[src/rtl/wdata_ingress.sv]
// ---------------------------------------------------------------------------
// wdata_ingress
// Write-domain ingress stage of the async FIFO (clock clk_w).
//
// A valid/ready producer stream passes through a two-entry skid buffer and is
// presented to the write-pointer handler and FIFO memory as w_en/w_data.
// Because of the skid buffer, s_ready comes straight from a flop and has no
// combinational path from full.
//
// The block also synchronises the read-domain Gray pointer into clk_w and
// registers an occupancy level plus an almost-full flag.
//
// Ports:
//   clk_w, arst          write clock, asynchronous active-high reset
//   s_valid/s_data       producer stream in
//   s_ready              registered accept indication to the producer
//   w_en/w_data          write request and payload to the FIFO
//   full                 registered full flag from the write-pointer handler
//   b_wptr               binary write pointer (PTR_WIDTH+1 bits)
//   g_rptr               Gray read pointer from clk_r (asynchronous)
//   g_rptr_sync          g_rptr after a two-flop synchroniser
//   level, almost_full   registered occupancy and level >= AF_THRESH
//   stat_words           accepted-word count, saturating 16 bit
//   stat_stalls          cycles with w_en && full, saturating 16 bit
//
// The two stat ports exist only when WDATA_INGRESS_STATS_EN is defined.
// ---------------------------------------------------------------------------
`timescale 1ns/1ps
module wdata_ingress #(
    parameter int DATA_WIDTH = 8,
    parameter int PTR_WIDTH  = 3,
    parameter int AF_THRESH  = 6
) (
    input  logic                  clk_w,
    input  logic                  arst,
    input  logic                  s_valid,
    input  logic [DATA_WIDTH-1:0] s_data,
    output logic                  s_ready,
    output logic                  w_en,
    output logic [DATA_WIDTH-1:0] w_data,
    input  logic                  full,
    input  logic [PTR_WIDTH:0]    b_wptr,
    input  logic [PTR_WIDTH:0]    g_rptr,
    output logic [PTR_WIDTH:0]    g_rptr_sync,
    output logic [PTR_WIDTH:0]    level,
    output logic                  almost_full
`ifdef WDATA_INGRESS_STATS_EN
    ,
    output logic [15:0]           stat_words,
    output logic [15:0]           stat_stalls
`endif
);

    typedef enum logic [1:0] {
        ST_EMPTY = 2'd0,
        ST_ONE   = 2'd1,
        ST_TWO   = 2'd2
    } state_t;

    localparam logic [PTR_WIDTH:0] AF_C = (PTR_WIDTH+1)'(AF_THRESH);

    // Gray to binary: XOR prefix running from the MSB downwards.
    function automatic logic [PTR_WIDTH:0] gray2bin(input logic [PTR_WIDTH:0] g);
        logic [PTR_WIDTH:0] b;
        b[PTR_WIDTH] = g[PTR_WIDTH];
        for (int i = PTR_WIDTH - 1; i >= 0; i--) begin
            b[i] = b[i+1] ^ g[i];
        end
        return b;
    endfunction

    state_t                  state_r, state_s;
    logic [DATA_WIDTH-1:0]   out_d_r, out_d_s;
    logic [DATA_WIDTH-1:0]   sk_d_r, sk_d_s;
    logic                    s_ready_r, w_en_r;
    logic                    p_acc_s, f_acc_s;
    logic [PTR_WIDTH:0]      sync1_r, sync2_r;
    logic [PTR_WIDTH:0]      b_rptr_sync_s, diff_s;
    logic [PTR_WIDTH:0]      level_r;
    logic                    af_r;

    assign p_acc_s = s_valid && s_ready_r;
    assign f_acc_s = w_en_r && !full;

    // Skid-buffer next state and data steering.
    always_comb begin
        state_s = state_r;
        out_d_s = out_d_r;
        sk_d_s  = sk_d_r;
        case (state_r)
            ST_EMPTY: begin
                if (p_acc_s) begin
                    state_s = ST_ONE;
                    out_d_s = s_data;
                end else begin
                    state_s = ST_EMPTY;
                end
            end
            ST_ONE: begin
                if (p_acc_s && f_acc_s) begin
                    out_d_s = s_data;
                end else if (p_acc_s) begin
                    state_s = ST_TWO;
                    sk_d_s  = s_data;
                end else if (f_acc_s) begin
                    state_s = ST_EMPTY;
                end else begin
                    state_s = ST_ONE;
                end
            end
            ST_TWO: begin
                // s_ready is low here, so only the FIFO side can move.
                if (f_acc_s) begin
                    state_s = ST_ONE;
                    out_d_s = sk_d_r;
                end else begin
                    state_s = ST_TWO;
                end
            end
            default: begin
                state_s = ST_EMPTY;
            end
        endcase
    end

    // Skid-buffer state, payload registers and handshake outputs.
    // s_ready and w_en are decoded from the next state so both are flops.
    always_ff @(posedge clk_w or posedge arst) begin
        if (arst) begin
            state_r   <= ST_EMPTY;
            out_d_r   <= '0;
            sk_d_r    <= '0;
            s_ready_r <= 1'b1;
            w_en_r    <= 1'b0;
        end else begin
            state_r   <= state_s;
            out_d_r   <= out_d_s;
            sk_d_r    <= sk_d_s;
            s_ready_r <= (state_s != ST_TWO);
            w_en_r    <= (state_s != ST_EMPTY);
        end
    end

    // Two-flop synchroniser for the read pointer, no logic in between.
    always_ff @(posedge clk_w or posedge arst) begin
        if (arst) begin
            sync1_r <= '0;
            sync2_r <= '0;
        end else begin
            sync1_r <= g_rptr;
            sync2_r <= sync1_r;
        end
    end

    assign b_rptr_sync_s = gray2bin(sync2_r);
    // Modulo subtraction: the extra pointer bit makes wrap-around come out right.
    assign diff_s        = b_wptr - b_rptr_sync_s;

    // Occupancy and almost-full share one difference so they stay aligned.
    always_ff @(posedge clk_w or posedge arst) begin
        if (arst) begin
            level_r <= '0;
            af_r    <= 1'b0;
        end else begin
            level_r <= diff_s;
            af_r    <= (diff_s >= AF_C);
        end
    end

`ifdef WDATA_INGRESS_STATS_EN
    logic [15:0] stat_words_r, stat_stalls_r;

    // Saturating accept and stall counters.
    always_ff @(posedge clk_w or posedge arst) begin
        if (arst) begin
            stat_words_r  <= 16'd0;
            stat_stalls_r <= 16'd0;
        end else begin
            if (p_acc_s && (stat_words_r != 16'hFFFF)) begin
                stat_words_r <= stat_words_r + 16'd1;
            end
            if (w_en_r && full && (stat_stalls_r != 16'hFFFF)) begin
                stat_stalls_r <= stat_stalls_r + 16'd1;
            end
        end
    end

    assign stat_words  = stat_words_r;
    assign stat_stalls = stat_stalls_r;
`endif

    assign s_ready     = s_ready_r;
    assign w_en        = w_en_r;
    assign w_data      = out_d_r;
    assign g_rptr_sync = sync2_r;
    assign level       = level_r;
    assign almost_full = af_r;

endmodule

[config.mk]
export PLATFORM = sky130hd
export DESIGN_NAME = wdata_ingress
export DESIGN_NICKNAME = d
export VERILOG_FILES = /design/src/rtl/wdata_ingress.sv
export SDC_FILE = /design/constraint.sdc
export NUM_CORES = 1
export LEC_CHECK = 0
export BUFFER_PORTS_ARGS = -buffer_cell sky130_fd_sc_hd__buf_2
export CORE_UTILIZATION = 45
export DETAILED_ROUTE_END_ITERATION = 8
export HOLD_SLACK_MARGIN = 0.06
export MAX_ROUTING_LAYER = met4
export PLACE_DENSITY = 0.74
export SYNTH_ARGS = -nofsm -noshare
export SYNTH_HDL_FRONTEND = slang
export SYNTH_SLANG_ARGS = --single-unit
[constraint.sdc]
create_clock -name clk_w -period 2.6 [get_ports clk_w]
set_clock_uncertainty 0.2 [all_clocks]
set_input_delay 0.39 -clock clk_w [delete_from_list [all_inputs] [get_ports clk_w]]
set_output_delay 0.39 -clock clk_w [all_outputs]
set_load 0.005 [all_outputs]
==> summary.md <==
| Metric | Value |
|---|---|
| Count leader, synth | `dfrtp_1` |
| Worst rel slew slack | `0.559` |
| TritonCTS buffer count | `5` |
| Multiplexer share of the synthesized area | `0.129` |
| Synth Register Bits | `33` |
| Final HPWL DP | `1790 um` |
| Clk buf depth | `2` |
| Final period util | `0.929` |
| Multi-input gate area | `~530 sq um` |
| Main combinational cell family by area after synthesis | `multiplexers` |
| Vias | `~940` |
| N_diodes | `0` |
| Vias in the first global route | `960` |
| Synth top area share | `0.573` |
| Reg2reg end | `almost_full$_DFF_PP0_` |
| Die outline width | `57.7 um` |
| Synth top cells by count | `32 x dfrtp_1, 26 x nand2_1, 16 x mux2_2` |
| RR Startpoint | `g_rptr_sync[3]$_DFF_PP0_` |
| Slew @ Worst Pin | `0.661 ns` |
| Placer Congestion | `0.806` |
| Clk_lat worst skew | `0.33 ns` |
| Syn_area_per_cell | `approximately 13 sq um` |
| Synth warn | `0` |
| Overall power | `1.76 mW` |
| Async SR Flop Fraction | `1.00` |
| First-pass GRT wire length | `4290 um` |
| Adder-Cell Fraction of Synth Area | `0.0412` |
| Failing checks | `design-rule violations` |
| Hold Crit Endpoint | `sk_d_r[3]$_DFFE_PP0P_` |
| P_leak | `between 0.8 and 0.9 nW` |
| Synthesized cell area | `1400 sq um` |
| Top post-synthesis cells by area | `dfrtp_1 57%, mux2_2 13%, nand2_1 7.0%, ha_1 2.7%, xnor2_1 2.5%` |
| Site Rows | `19` |
| Routed vias/inst | `about 4.9` |
| Xor and xnor area share after synthesis | `0.0376` |
| Fin. Hold Viols | `0` |
| Detailed Route WL | `~2500 um` |
| Clk sinks | `33` |
| Max-slew violation count | `0` |
| Residual DRC count | `3` |
| Root buf cell | `clkbuf_4` |
| Worst EP required | `2.62 ns` |
| Area of placed instances | `1610 sq um` |
| Simple-Gate Fraction of Synth Area | `0.108` |
| Crit path kind | `reg -> reg` |
| Startpoint class of the critical path | `register` |
| Post-DRT Antenna Nets | `0` |
| R2r worst-path depth | `8` |
| Worst min-delay path startpoint | `s_data[3]` |
| Max FO, Critical Path | `3` |
| GRT Total Usage | `0.183` |
| Setup TNS Final | `0 ns` |
| Die H | `57.7 um` |
| Synth unique cells | `27` |
| Run status | `finished, violations left` |
| Max VDD drop | `0.000470 V` |
| Fin Hold WS | `0.103 ns` |
| Setup violations, final | `0` |
| Reg area | `slightly above 800 sq um` |
| Mapped Nets | `roughly 140` |
| Final Util | `0.611` |
| CTS clock-pin slew for the worst setup and hold paths | `0.10 ns` |
| Fraction of final layout cells sized beyond drive strength 1 | `0.413` |
| Initial antenna violation count | `0` |
| Number of synthesized flops with an enable pin | `0` |
| Worst Setup End Kind | `register` |
| Die area | `3330 sq um` |
| Top FF cell, synth | `dfrtp_1` |
| Hold crit path type | `in -> reg` |
| GR Overflow Total | `0` |
| Seq/Total Area, Yosys | `0.592` |
| PD cells | `1010 nW/um^2` |
| IO Port Bufs | `38` |
| WHS Path Cells | `2` |
| Htree depth | `2` |
| Compound-cell area share of the yosys netlist | `0.0645` |
| Filler cells | `230` |
| DRT iter0 DRCs | `31` |
| Layout area overhead | `24.9%` |
| Synth area leader | `dfrtp_1` |
| Routed len/inst | `13.1 um` |
| TritonRoute pass-1 iters | `6` |
| Maxcap violations | `0` |
| Synthesized netlist cell count | `111` |
| Max Clk Rate | `between 0.4 and 0.5 GHz` |
| RSZ-0062 raised after global routing | `false` |
| CP Data Arrival Time | `2.44 ns` |
| Largest net degree at the start of global routing | `34` |
| Post-layout net count | `~180` |
| CTS tree | `built` |
| Setup slack, reg-to-reg | `around 0.18 ns` |
| Min Tclk post-route | `2.42 ns` |
| Core ar. | `around 2900 sq um` |
| Initial Util | `0.489` |
| Resized cells post-CTS | `0` |
| Design Area, Final | `~1700 sq um` |
| I/O Pins | `39` |
==> metal layers <==
metal | share of wire | vias to the layer above | global-route usage
met5 | 0 | - | -
met4 | 0.021 | 0 | 0.0782
met3 | 0.055 | 6 | 0.0625
met2 | 0.49 | 31 | 0.282
met1 | 0.43 | 440 | 0.220
li1 | - | 460 | -
==> how the worst max path moves through the flow <==
stage                                   from               endpoint  slack [ns]  cells past startpoint
floorplan           g_rptr_sync[3]$_DFF_PP0_  almost_full$_DFF_PP0_        0.32                      8
global placement    g_rptr_sync[3]$_DFF_PP0_  almost_full$_DFF_PP0_        0.29                      8
detailed placement  g_rptr_sync[3]$_DFF_PP0_  almost_full$_DFF_PP0_        0.17                      8
CTS                 g_rptr_sync[3]$_DFF_PP0_  almost_full$_DFF_PP0_        0.15                      8
global route        g_rptr_sync[3]$_DFF_PP0_  almost_full$_DFF_PP0_        0.04                      8
finish              g_rptr_sync[3]$_DFF_PP0_  almost_full$_DFF_PP0_        0.18                      8
==> registers in the layout, summed over array words and instances (netlist names) <==
signal and flops:
g_rptr_sync 4, state_r 2, almost_full 1, level 4, sk_d_r 8, w_data 8, s_ready 1, sync1_r 4
w_en 1
==> worst max-delay path, cell delays in order (launching register included) <==
cell     delay, ns
dfrtp_1       0.42
xnor2_1       0.26
xor2_1        0.35
xnor2_1       0.16
ha_1          0.15
inv_1         0.06
fa_1          0.37
xor2_1        0.16
a21o_1        0.19
==> stage by stage <==
step,std cells,worst slack [ns]
finish,191,0.184
global route,191,0.0406
CTS,191,0.154
detailed placement,178,0.166
global placement,178,0.295
floorplan,111,0.323
==> repair_timing <==
action,4_1_cts,5_1_grt
hold buffers,5,0
buffers inserted,0,0
hold endpoints to repair,36,0
==> where the power goes <==
group	internal, mW	switching (mW)
Clock	0.230	0.164
Sequential	0.700	0.100
Combinational	0.312	0.254
==> cell usage in the layout (no fill, tap or decap), drive strengths merged <==
cell / n
nand2: 26
a31oi: 1
dfstp: 1
mux2: 16
nor2b: 2
o21ai: 2
nor2: 1
fa: 1
a21oi: 1
nor3: 1
dlygate4sd3: 5
o2bb2ai: 1
a21o: 3
a21boi: 1
nand3: 2
inv: 4
o21a: 1
xor2: 2
xnor2: 4
buf: 39
bufinv: 1
nand2b: 2
dfrtp: 32
clkbuf: 7
ha: 3
and2: 1
==> cell type report <==
cell class	count	share of cell area
flip-flops and latches	33	0.474
multi-input cells	71	0.304
repair buffers	44	0.142
clock buffers	7	0.0316
well taps	31	0.0222
clock inverters	1	0.0172
inverters	4	0.00861
==> cell families (layout without fill, tap and decap cells) <==
logic type | count (synthesis) | in the layout
DFF | 33 | 33
and+or+nand+nor | 35 | 35
AOI/OAI and AO/OA | 10 | 10
xor gates and xnor gates | 6 | 6
buffers and inverters | 7 | 56
adders and majority gates | 4 | 4
muxes | 16 | 16
Power figures use the tool's default switching activity.
